### config.mk
export PLATFORM = sky130hd
export DESIGN_NAME = get_reg
export DESIGN_NICKNAME = d
export VERILOG_FILES = /design/src/rtl/get_reg_pkg.sv /design/src/rtl/get_reg_lut.sv /design/src/rtl/get_reg.sv
export SDC_FILE = /design/constraint.sdc
export NUM_CORES = 1
export LEC_CHECK = 0
export ABC_AREA = 1
export BUFFER_PORTS_ARGS = -buffer_cell sky130_fd_sc_hd__buf_2
export CORE_ASPECT_RATIO = 1.2
export CORE_UTILIZATION = 55
export DETAILED_ROUTE_END_ITERATION = 8
export PLACE_DENSITY = 0.81
export SETUP_SLACK_MARGIN = 0.1
export SYNTH_ARGS = -nofsm -noshare
export SYNTH_HDL_FRONTEND = slang
export SYNTH_HIERARCHICAL = 1
export SYNTH_SLANG_ARGS = --single-unit
### constraint.sdc
create_clock -name clk -period 1.1 [get_ports clk]
set_input_delay 0.11 -clock clk [delete_from_list [all_inputs] [get_ports clk]]
set_output_delay 0.11 -clock clk [all_outputs]
set_load 0.01 [all_outputs]
### src/rtl/get_reg_pkg.sv
// Register-index to ABI-mnemonic tables, packed ASCII right-justified with NUL fill.
// FPR_NAMES is only referenced when GET_REG_FP_EN is defined.
package get_reg_pkg;

  typedef logic [31:0] reg_name_t;
  typedef logic [5:0]  reg_idx_t;

  localparam reg_name_t NAME_INVALID = 32'h3F3F_3F3F;

  localparam reg_name_t GPR_NAMES [32] = '{
    32'h7A65_726F, 32'h0000_7261, 32'h0000_7370, 32'h0000_6770,  // zero ra sp gp
    32'h0000_7470, 32'h0000_7430, 32'h0000_7431, 32'h0000_7432,  // tp t0-t2
    32'h0000_7330, 32'h0000_7331, 32'h0000_6130, 32'h0000_6131,  // s0 s1 a0 a1
    32'h0000_6132, 32'h0000_6133, 32'h0000_6134, 32'h0000_6135,
    32'h0000_6136, 32'h0000_6137, 32'h0000_7332, 32'h0000_7333,  // a6 a7 s2 s3
    32'h0000_7334, 32'h0000_7335, 32'h0000_7336, 32'h0000_7337,
    32'h0000_7338, 32'h0000_7339, 32'h0073_3130, 32'h0073_3131,  // s8 s9 s10 s11
    32'h0000_7433, 32'h0000_7434, 32'h0000_7435, 32'h0000_7436   // t3-t6
  };

  localparam reg_name_t FPR_NAMES [32] = '{
    32'h0066_7430, 32'h0066_7431, 32'h0066_7432, 32'h0066_7433,  // ft0-ft3
    32'h0066_7434, 32'h0066_7435, 32'h0066_7436, 32'h0066_7437,
    32'h0066_7330, 32'h0066_7331, 32'h0066_6130, 32'h0066_6131,  // fs0 fs1 fa0 fa1
    32'h0066_6132, 32'h0066_6133, 32'h0066_6134, 32'h0066_6135,
    32'h0066_6136, 32'h0066_6137, 32'h0066_7332, 32'h0066_7333,  // fa6 fa7 fs2 fs3
    32'h0066_7334, 32'h0066_7335, 32'h0066_7336, 32'h0066_7337,
    32'h0066_7338, 32'h0066_7339, 32'h6673_3130, 32'h6673_3131,  // fs8 fs9 fs10 fs11
    32'h0066_7438, 32'h0066_7439, 32'h6674_3130, 32'h6674_3131   // ft8-ft11
  };

endpackage

### src/rtl/get_reg_lut.sv
// Combinational register-index to ABI-name lookup; FP map present only with GET_REG_FP_EN.
module get_reg_lut
  import get_reg_pkg::*;
(
  input  reg_idx_t  idx_i,
`ifdef GET_REG_FP_EN
  input  logic      fp_i,
`endif
  output reg_name_t name_o,
  output logic      err_o
);

  always_comb begin
    err_o  = idx_i[5];
    name_o = NAME_INVALID;
    if (!idx_i[5]) begin
`ifdef GET_REG_FP_EN
      name_o = fp_i ? FPR_NAMES[idx_i[4:0]] : GPR_NAMES[idx_i[4:0]];
`else
      name_o = GPR_NAMES[idx_i[4:0]];
`endif
    end
  end

endmodule

### src/rtl/get_reg.sv
// Registered RISC-V register-name lookup (1-cycle latency, valid strobe).
// Optional FP register names enabled by defining GET_REG_FP_EN.
module get_reg
  import get_reg_pkg::*;
#(
  parameter int unsigned NAME_W = 32,
  parameter int unsigned IDX_W  = 6
) (
  input  logic              clk,
  input  logic              rst_n,
  input  logic              in_valid,
  input  logic [IDX_W-1:0]  in_idx,
`ifdef GET_REG_FP_EN
  input  logic              in_fp,
`endif
  output logic              out_valid,
  output logic [NAME_W-1:0] out_name,
  output logic              out_err
);

  reg_name_t name_d, name_q;
  logic      err_d, err_q;
  logic      valid_q;

  get_reg_lut u_lut (
    .idx_i  (in_idx),
`ifdef GET_REG_FP_EN
    .fp_i   (in_fp),
`endif
    .name_o (name_d),
    .err_o  (err_d)
  );

  // Name/err hold their last value while idle; only valid drops.
  always_ff @(posedge clk) begin
    if (!rst_n) begin
      valid_q <= 1'b0;
      name_q  <= '0;
      err_q   <= 1'b0;
    end else begin
      valid_q <= in_valid;
      if (in_valid) begin
        name_q <= name_d;
        err_q  <= err_d;
      end
    end
  end

  assign out_valid = valid_q;
  assign out_name  = name_q;
  assign out_err   = err_q;

endmodule

==> results of run 1 <==
==> synthesized netlist by cell type <==
| master | count | area, um^2 |
|---|---|---|
| inv_2 | 6 | 22.52 |
| o21ai_0 | 3 | 15.01 |
| nand2_1 | 86 | 322.8 |
| inv_1 | 43 | 161.4 |
| o21ai_1 | 1 | 5.000 |
| a21oi_2 | 1 | 8.760 |
| nand4_1 | 2 | 12.51 |
| buf_6 | 2 | 22.52 |
| ha_1 | 5 | 62.56 |
| o211ai_1 | 1 | 7.510 |
| nand2_2 | 7 | 43.79 |
| nor2_2 | 1 | 6.260 |
| nand3_2 | 1 | 10.01 |
| dfxtp_1 | 34 | 680.7 |
| a21oi_1 | 1 | 5.000 |
| conb_1 | 2 | 7.510 |
| nor2_1 | 71 | 266.5 |
| nand3_1 | 12 | 60.06 |
| buf_4 | 21 | 157.7 |
| buf_2 | 7 | 35.03 |
==> metal layers <==
| metal | global-route usage, % | wire (um) | up-vias |
|---|---|---|---|
| met1 | 22.06 | 1513 | 739 |
| met2 | 36.90 | 1806 | 36 |
| met3 | 4.078 | 129 | 6 |
| li1 | - | - | 928 |
| met4 | 9.146 | 49 | 0 |
| met5 | 0 | 0 | - |
==> registers in the layout, indices dropped and copies added, names as in the netlist <==
name,count
out_valid,1
out_name,32
out_err,1
==> repair_timing <==
item                                    in CTS  in global routing
endpoints found under the setup margin       0                  3
endpoints found under the hold margin        0                  0
buffers inserted                             0                  0
hold buffers                                 0                  0
gates resized for setup                      0                  4
==> area by class of cell <==
cell class	instances	area [um^2]	share of cell area (%)
clock inverter	1	30.03	1.383
timing repair buffer	51	292.8	13.49
sequential	34	680.7	31.35
clock buffer	7	76.32	3.516
tap	37	46.29	2.133
multi-input combinational	198	860.8	39.65
inverter	49	183.9	8.473
==> cell usage in the layout, fill, tap and decap left out <==
| cell type | synthesis | layout |
|---|---|---|
| buf_4 | 21 | 8 |
| inv_2 | 6 | 8 |
| nand3_1 | 12 | 12 |
| a21oi_2 | 1 | 1 |
| nand4_1 | 2 | 2 |
| o211ai_1 | 1 | 1 |
| buf_2 | 7 | 41 |
| clkbuf_4 | 0 | 1 |
| a21oi_1 | 1 | 1 |
| dfxtp_1 | 34 | 34 |
| ha_1 | 5 | 4 |
| conb_1 | 2 | 6 |
| nand2_2 | 7 | 7 |
| buf_12 | 0 | 1 |
| o21ai_1 | 1 | 1 |
| bufinv_16 | 0 | 1 |
| nor2_1 | 71 | 71 |
| nand2_1 | 86 | 86 |
| clkbuf_8 | 0 | 5 |
| clkbuf_1 | 0 | 2 |
| nand3_2 | 1 | 1 |
| ha_4 | 0 | 1 |
| inv_1 | 43 | 41 |
| o21ai_0 | 3 | 3 |
| nor2_2 | 1 | 1 |
==> logic make-up after synthesis <==
| group | after synthesis | share of synthesized area [%] |
|---|---|---|
| DFF | 34 | 35.58 |
| other | 2 | 0.3926 |
| buffers and inverters | 79 | 20.86 |
| adders and majority gates | 5 | 3.270 |
| and+or+nand+nor | 180 | 37.74 |
| AOI/OAI and AO/OA | 7 | 2.158 |
==> path summary, 6_finish.rpt <==
kind / endpoint / depth (start not counted) / startpoint
worst min register to register: out_name[7] / 2 / out_name[7]
worst max register to register: out_name[8] / 2 / out_name[8]
worst min-delay path: out_valid / 4 / in_valid
worst max-delay path: out_name[2] / 12 / in_idx[0]
==> report_power, final <==
group	switching, uW	leakage [uW]	internal (uW)
clock	414	0.0000524	677
combinational	322	0.000969	206
sequential	40.0	0.000283	1320
total	777	0.00130	2200
==> through the flow <==
| stage | hold WS, ns | TNS [ns] |
|---|---|---|
| floorplan | 0.3246 | 0 |
| global placement | 0.4511 | -0.1937 |
| detailed placement | 0.4604 | -0.6825 |
| CTS | 0.2881 | 0 |
| global route | 0.3146 | 0 |
| finish | 0.2944 | 0 |
==> worst reg2reg max path, stage by stage, from the launching register on <==
cell and delay, ns:
dfxtp_1 0.32, nor2_1 0.12, nor2_1 0.06
==> metrics.md, run 1 <==
| Metric | Value |
|---|---|
| Worst-margin pin slew | `0.5994 ns` |
| Port Buffer Count | `42` |
| Maxcap violations | `0` |
| Post-placement cell count | `369` |
| Fin area | `2171 um^2` |
| Number of hold violations in the final report | `0` |
| Via count of the first global-routing pass | `1,443` |
| Peak supply drop | `0.9590 mV` |
| Max Clock Freq | `1.084 GHz` |
| Leakage power figure | `0.001304 uW` |
| Slowest-stage cell, CP | `ha_1` |
| Die width | `55.84 um` |
| Kind of path behind the tightest hold check | `primary input to flip-flop` |
| Detailed-routing iteration count for the pre-antenna-repair pass | `4` |
| Core ar. | `3338 um^2` |
| Flop-to-flop setup slack | `0.50 ns` |
| Average wire length per cell after detail routing | `9.281 um` |
| GRT overflow | `0` |
| DRC errors left | `0` |
| Violation count after the first detailed-routing iteration | `67` |
| Cell area after synthesis | `1913 um^2` |
| Initial core utilization | `57.31%` |
| Sequential cell area fraction in the yosys report | `35.58%` |
| Source-to-sink clock delay at the later pin of the worst-skew pair | `0.28 ns` |
| CP bufs+invs | `4` |
| Startpoint kind of the worst setup timing path | `primary input` |
| Global-route total usage across every layer | `19.98%` |
| Top fanout value on the critical path | `4` |
| Placed cell area | `2049 um^2` |
| Final Cycle Share | `83.84%` |
| Arrival time of the worst setup path | `1.10 ns` |
| Worst-path cell chain | `buf_2, inv_2, ha_1, inv_1, nand2_1, nand2_1, o211ai_1, nand2_2, inv_1, nand2_1, nand2_1, nor2_1` |
| Finished Layout Cells | `377` |
| Final min period | `0.9223 ns` |
| Via density per instance | `4.533` |
| Area of the die | `3719 um^2` |
| Number of slew-limit violations in the final report | `0` |
| Delay-heaviest family, CP | `simple AND/OR/NAND/NOR gates` |
| Proportion of layout cells with a drive suffix above 1 | `22.35%` |
| Data required, critical path | `1.28 ns` |
| Number of register bits inferred by synthesis | `34` |
| Total I/O pin count | `43` |
| Cell type with the highest occurrence count on the critical path | `nand2_1` |
| TritonCTS Buffers | `5` |
| Fill cell count | `337` |
| Clock tree from TritonCTS | `yes` |
| Power density over the cells | `1373 nW/um^2` |
| Final setup violating endpoints | `0` |
| Number of antenna violations at the first check in global routing | `0` |
| Power consumption | `2980 uW` |
| Post-Route Utilization | `65.03%` |
| Net total in the final layout | `353` |
| Detail Placement HPWL | `2.406 mm` |
| Worst Setup Slack, final | `0.1777 ns` |
| GPL Wtd Cong | `0.9016` |
| Clock root buffer master | `clkbuf_8` |
| RSZ-0062 raised after global routing | `false` |
| Cell count after synthesis | `307` |
| Area growth from synthesis to final layout | `13.47%` |
| Number of diodes | `0` |
| Maximum clock insertion buffer count | `2` |
| Fin Clk Skew | `0 ns` |
| Worst-case headroom to the max-slew limit | `60.04%` |
| Wire length of the first global-routing pass | `5.920 mm` |
| Pre-CTS setup slack | `-0.1267 ns` |
| Crit. End Element | `flip-flop` |
| Via total after detailed routing | `1,709` |
| Largest stage delay on the critical path | `0.19 ns` |
| Total number of clock tree sinks | `34` |
| Largest net degree at the start of global routing | `68` |
| Row cnt | `23` |
| Count of different cell masters after synthesis | `20` |
| Depth of the CTS H-tree | `2` |
| Run status | `finished clean` |
| Remaining number of nets flagged by the antenna check after routing | `0` |
| Wire length reported by the detailed router | `3.499 mm` |
| WS Path Type | `primary input to flip-flop` |
| Vertical die dimension | `66.61 um` |
| Reg clk slew, reported paths | `0.07 ns` |
| Avg Synthesized Cell Area | `6.232 um^2` |
| Number of synthesis warnings | `6` |
Power figures use the tool's default switching activity.
==> inputs of run 2 (changes only) <==
--- a/config.mk
+++ b/config.mk
@@ -8,9 +8,9 @@
 export ABC_AREA = 1
 export BUFFER_PORTS_ARGS = -buffer_cell sky130_fd_sc_hd__buf_2
 export CORE_ASPECT_RATIO = 1.2
-export CORE_UTILIZATION = 55
+export CORE_UTILIZATION = 49
 export DETAILED_ROUTE_END_ITERATION = 8
-export PLACE_DENSITY = 0.81
+export PLACE_DENSITY = 0.76
 export SETUP_SLACK_MARGIN = 0.1
 export SYNTH_ARGS = -nofsm -noshare
 export SYNTH_HDL_FRONTEND = slang
==> constraint.sdc (replaced) <==
create_clock -name clk -period 0.8 [get_ports clk]
set_input_delay 0.08 -clock clk [delete_from_list [all_inputs] [get_ports clk]]
set_output_delay 0.08 -clock clk [all_outputs]
set_load 0.01 [all_outputs]
==> metrics.md, run 2 (same netlist as run 1, synthesis figures left out) <==
| Metric | Value |
|---|---|
| WS Path Type | `flip-flop to primary output (was primary input to flip-flop)` |
| Crit. End Element | `primary output (was flip-flop)` |
| Total number of clock tree sinks | `34 (unchanged)` |
| Wire length reported by the detailed router | `4.065 mm (was 3.499 mm)` |
| Area growth from synthesis to final layout | `46.24% (was 13.47%)` |
| Data required, critical path | `0.72 ns (was 1.28 ns)` |
| Number of hold violations in the final report | `0 (unchanged)` |
| Core ar. | `3694 um^2 (was 3338 um^2)` |
| Flop-to-flop setup slack | `0.11 ns (was 0.50 ns)` |
| Max Clock Freq | `1.229 GHz` |
| Startpoint kind of the worst setup timing path | `flip-flop (was primary input)` |
| Sequential cell area | `721.9 um^2 (was 680.7 um^2)` |
| Power density over the cells | `1540 nW/um^2 (was 1373 nW/um^2)` |
| Largest stage delay on the critical path | `0.33 ns (was 0.19 ns)` |
| Kind of path behind the tightest hold check | `primary input to flip-flop (unchanged)` |
| GRT overflow | `0 (unchanged)` |
| Peak supply drop | `0.8491 mV (was 0.9590 mV)` |
| Net total in the final layout | `367 (was 353)` |
| Port Buffer Count | `42 (unchanged)` |
| Area of the die | `4159 um^2 (was 3719 um^2)` |
| RSZ-0062 raised after global routing | `true (was false)` |
| GPL Wtd Cong | `0.8671 (was 0.9016)` |
| Post-Route Utilization | `75.75% (was 65.03%)` |
| Total I/O pin count | `43 (unchanged)` |
| Largest register FFs | `32 (unchanged)` |
| Row cnt | `24 (was 23)` |
| Leakage power figure | `0.001465 uW (was 0.001304 uW)` |
| Global-route total usage across every layer | `20.50% (was 19.98%)` |
| Detail Placement HPWL | `2.570 mm (was 2.406 mm)` |
| Worst Setup Slack, final | `-0.01375 ns (was 0.1777 ns)` |
| Finished Layout Cells | `406 (was 377)` |
| Via total after detailed routing | `1,816 (was 1,709)` |
| Maximum clock insertion buffer count | `2 (unchanged)` |
| Post-placement cell count | `393 (was 369)` |
| Arrival time of the worst setup path | `0.73 ns (was 1.10 ns)` |
| Violation count after the first detailed-routing iteration | `49 (was 67)` |
| Worst-path cell chain | `buf_6 (was buf_2, inv_2, ha_1, inv_1, nand2_1, nand2_1, o211ai_1, nand2_2, inv_1, nand2_1, nand2_1, nor2_1)` |
| Reg2reg path depth | `3 (was 2)` |
| Critical path depth in cells | `1 (was 12)` |
| Total area of multi-input combinational cells | `982.2 um^2 (was 860.8 um^2)` |
| Number of antenna violations at the first check in global routing | `0 (unchanged)` |
| Final setup violating endpoints | `24 (was 0)` |
| Number of diodes | `0 (unchanged)` |
| Depth of the CTS H-tree | `2 (unchanged)` |
| Final Cycle Share | `101.7%` |
| Reg clk slew, reported paths | `0.07 ns (about the same)` |
| TritonCTS Buffers | `5 (unchanged)` |
| Worst Hold Depth | `4 (unchanged)` |
| Clock tree from TritonCTS | `yes (unchanged)` |
| Slowest-stage cell, CP | `dfxtp_2 (was ha_1)` |
| Delay-heaviest family, CP | `flip-flops (was simple AND/OR/NAND/NOR gates)` |
| Run status | `complete, but fails checks (was finished clean)` |
| Vertical die dimension | `70.45 um (was 66.61 um)` |
| Fin Clk Skew | `0 ns (unchanged)` |
| Commonest non-fill, non-tap cells in the layout | `nand2_1 (80), nor2_1 (66), buf_6 (37), dfxtp_2 (33), inv_1 (31) (was nand2_1 (86), nor2_1 (71), inv_1 (41), buf_2 (41), dfxtp_1 (34))` |
| Most common library cell in the layout ignoring fill and taps | `nand2_1 (unchanged)` |
| CP bufs+invs | `1 (was 4)` |
| Maxcap violations | `0 (unchanged)` |
| Average wire length per cell after detail routing | `10.01 um (was 9.281 um)` |
| Clock root buffer master | `clkbuf_8 (unchanged)` |
| Final min period | `0.8138 ns` |
| Via count of the first global-routing pass | `1,620 (was 1,443)` |
| Proportion of layout cells with a drive suffix above 1 | `43.50% (was 22.35%)` |
| Fill cell count | `301 (was 337)` |
| Source-to-sink clock delay at the later pin of the worst-skew pair | `0.28 ns (about the same)` |
| Wire length of the first global-routing pass | `6.582 mm (was 5.920 mm)` |
| Violated checks | `setup timing` |
| Worst Hold Margin | `0.2008 ns (was 0.2944 ns)` |
| Number of slew-limit violations in the final report | `0 (unchanged)` |
| Count of hold-fix buffers inserted at cts | `0 (unchanged)` |
| Via density per instance | `4.473 (was 4.533)` |
| Detailed-routing iteration count for the pre-antenna-repair pass | `4 (unchanged)` |
| Die width | `59.04 um (was 55.84 um)` |
| Initial core utilization | `51.80% (was 57.31%)` |
| Remaining number of nets flagged by the antenna check after routing | `0 (unchanged)` |
| Top fanout value on the critical path | `2 (was 4)` |
| DRC errors left | `0 (unchanged)` |
| Largest net degree at the start of global routing | `35 (was 68)` |
==> run 2: worst paths after layout <==
check / startpoint / endpoint
setup / recovery: out_name[17] / out_name[17]
hold / removal: rst_n / out_name[25]
setup reg to reg: out_name[20] / out_name[20]
hold reg to reg: out_name[14] / out_name[14]
==> run 2: power breakdown <==
| part | internal, uW | switching [uW] |
|---|---|---|
| Combinational | 545 | 528 |
| Clock | 691 | 624 |
| Sequential | 1840 | 82.4 |
==> run 2: what timing repair did <==
action	CTS	global route
gates resized for setup	88	24
endpoints found under the setup margin	55	51
buffers inserted	3	2
endpoints found under the hold margin	0	0
pin swaps	11	20
==> run 2: layout make-up <==
cell class / count / share of cell area, %
inverters: 49 / 7.916
clock inverters: 2 / 0.4472
clock buffers: 6 / 2.952
flip-flops and latches: 34 / 25.81
multi-input cells: 198 / 35.11
repair buffers: 65 / 25.45
well taps: 52 / 2.326
==> run 2: stage by stage <==
| stage | instance area (um^2) | setup slack [ns] | power, uW | setup TNS (ns) |
|---|---|---|---|---|
| 2_1_floorplan | 2038 | -0.06186 | 2495 | -0.1938 |
| 3_3_place_gp | 2276 | -0.3206 | 2727 | -5.330 |
| 3_5_place_dp | 2276 | -0.3251 | 2739 | -5.614 |
| 4_1_cts | 2719 | -0.01355 | 4279 | -0.2227 |
| 5_1_grt | 2798 | -0.04252 | 4532 | -0.9979 |
| 6_report | 2798 | -0.01375 | 4310 | -0.1001 |
==> run 2: per-layer routing <==
metal | GRT usage [%] | routed length, um
met1 | 22.21 | 1762
met2 | 36.74 | 2121
met3 | 4.630 | 120
met4 | 8.995 | 61
met5 | 0 | 0
==> run 2: worst register-to-register path: stages (launching register included) <==
cell and delay [ns]:
dfxtp_2 0.33, buf_4 0.13, nor2_2 0.08, nor2_1 0.05
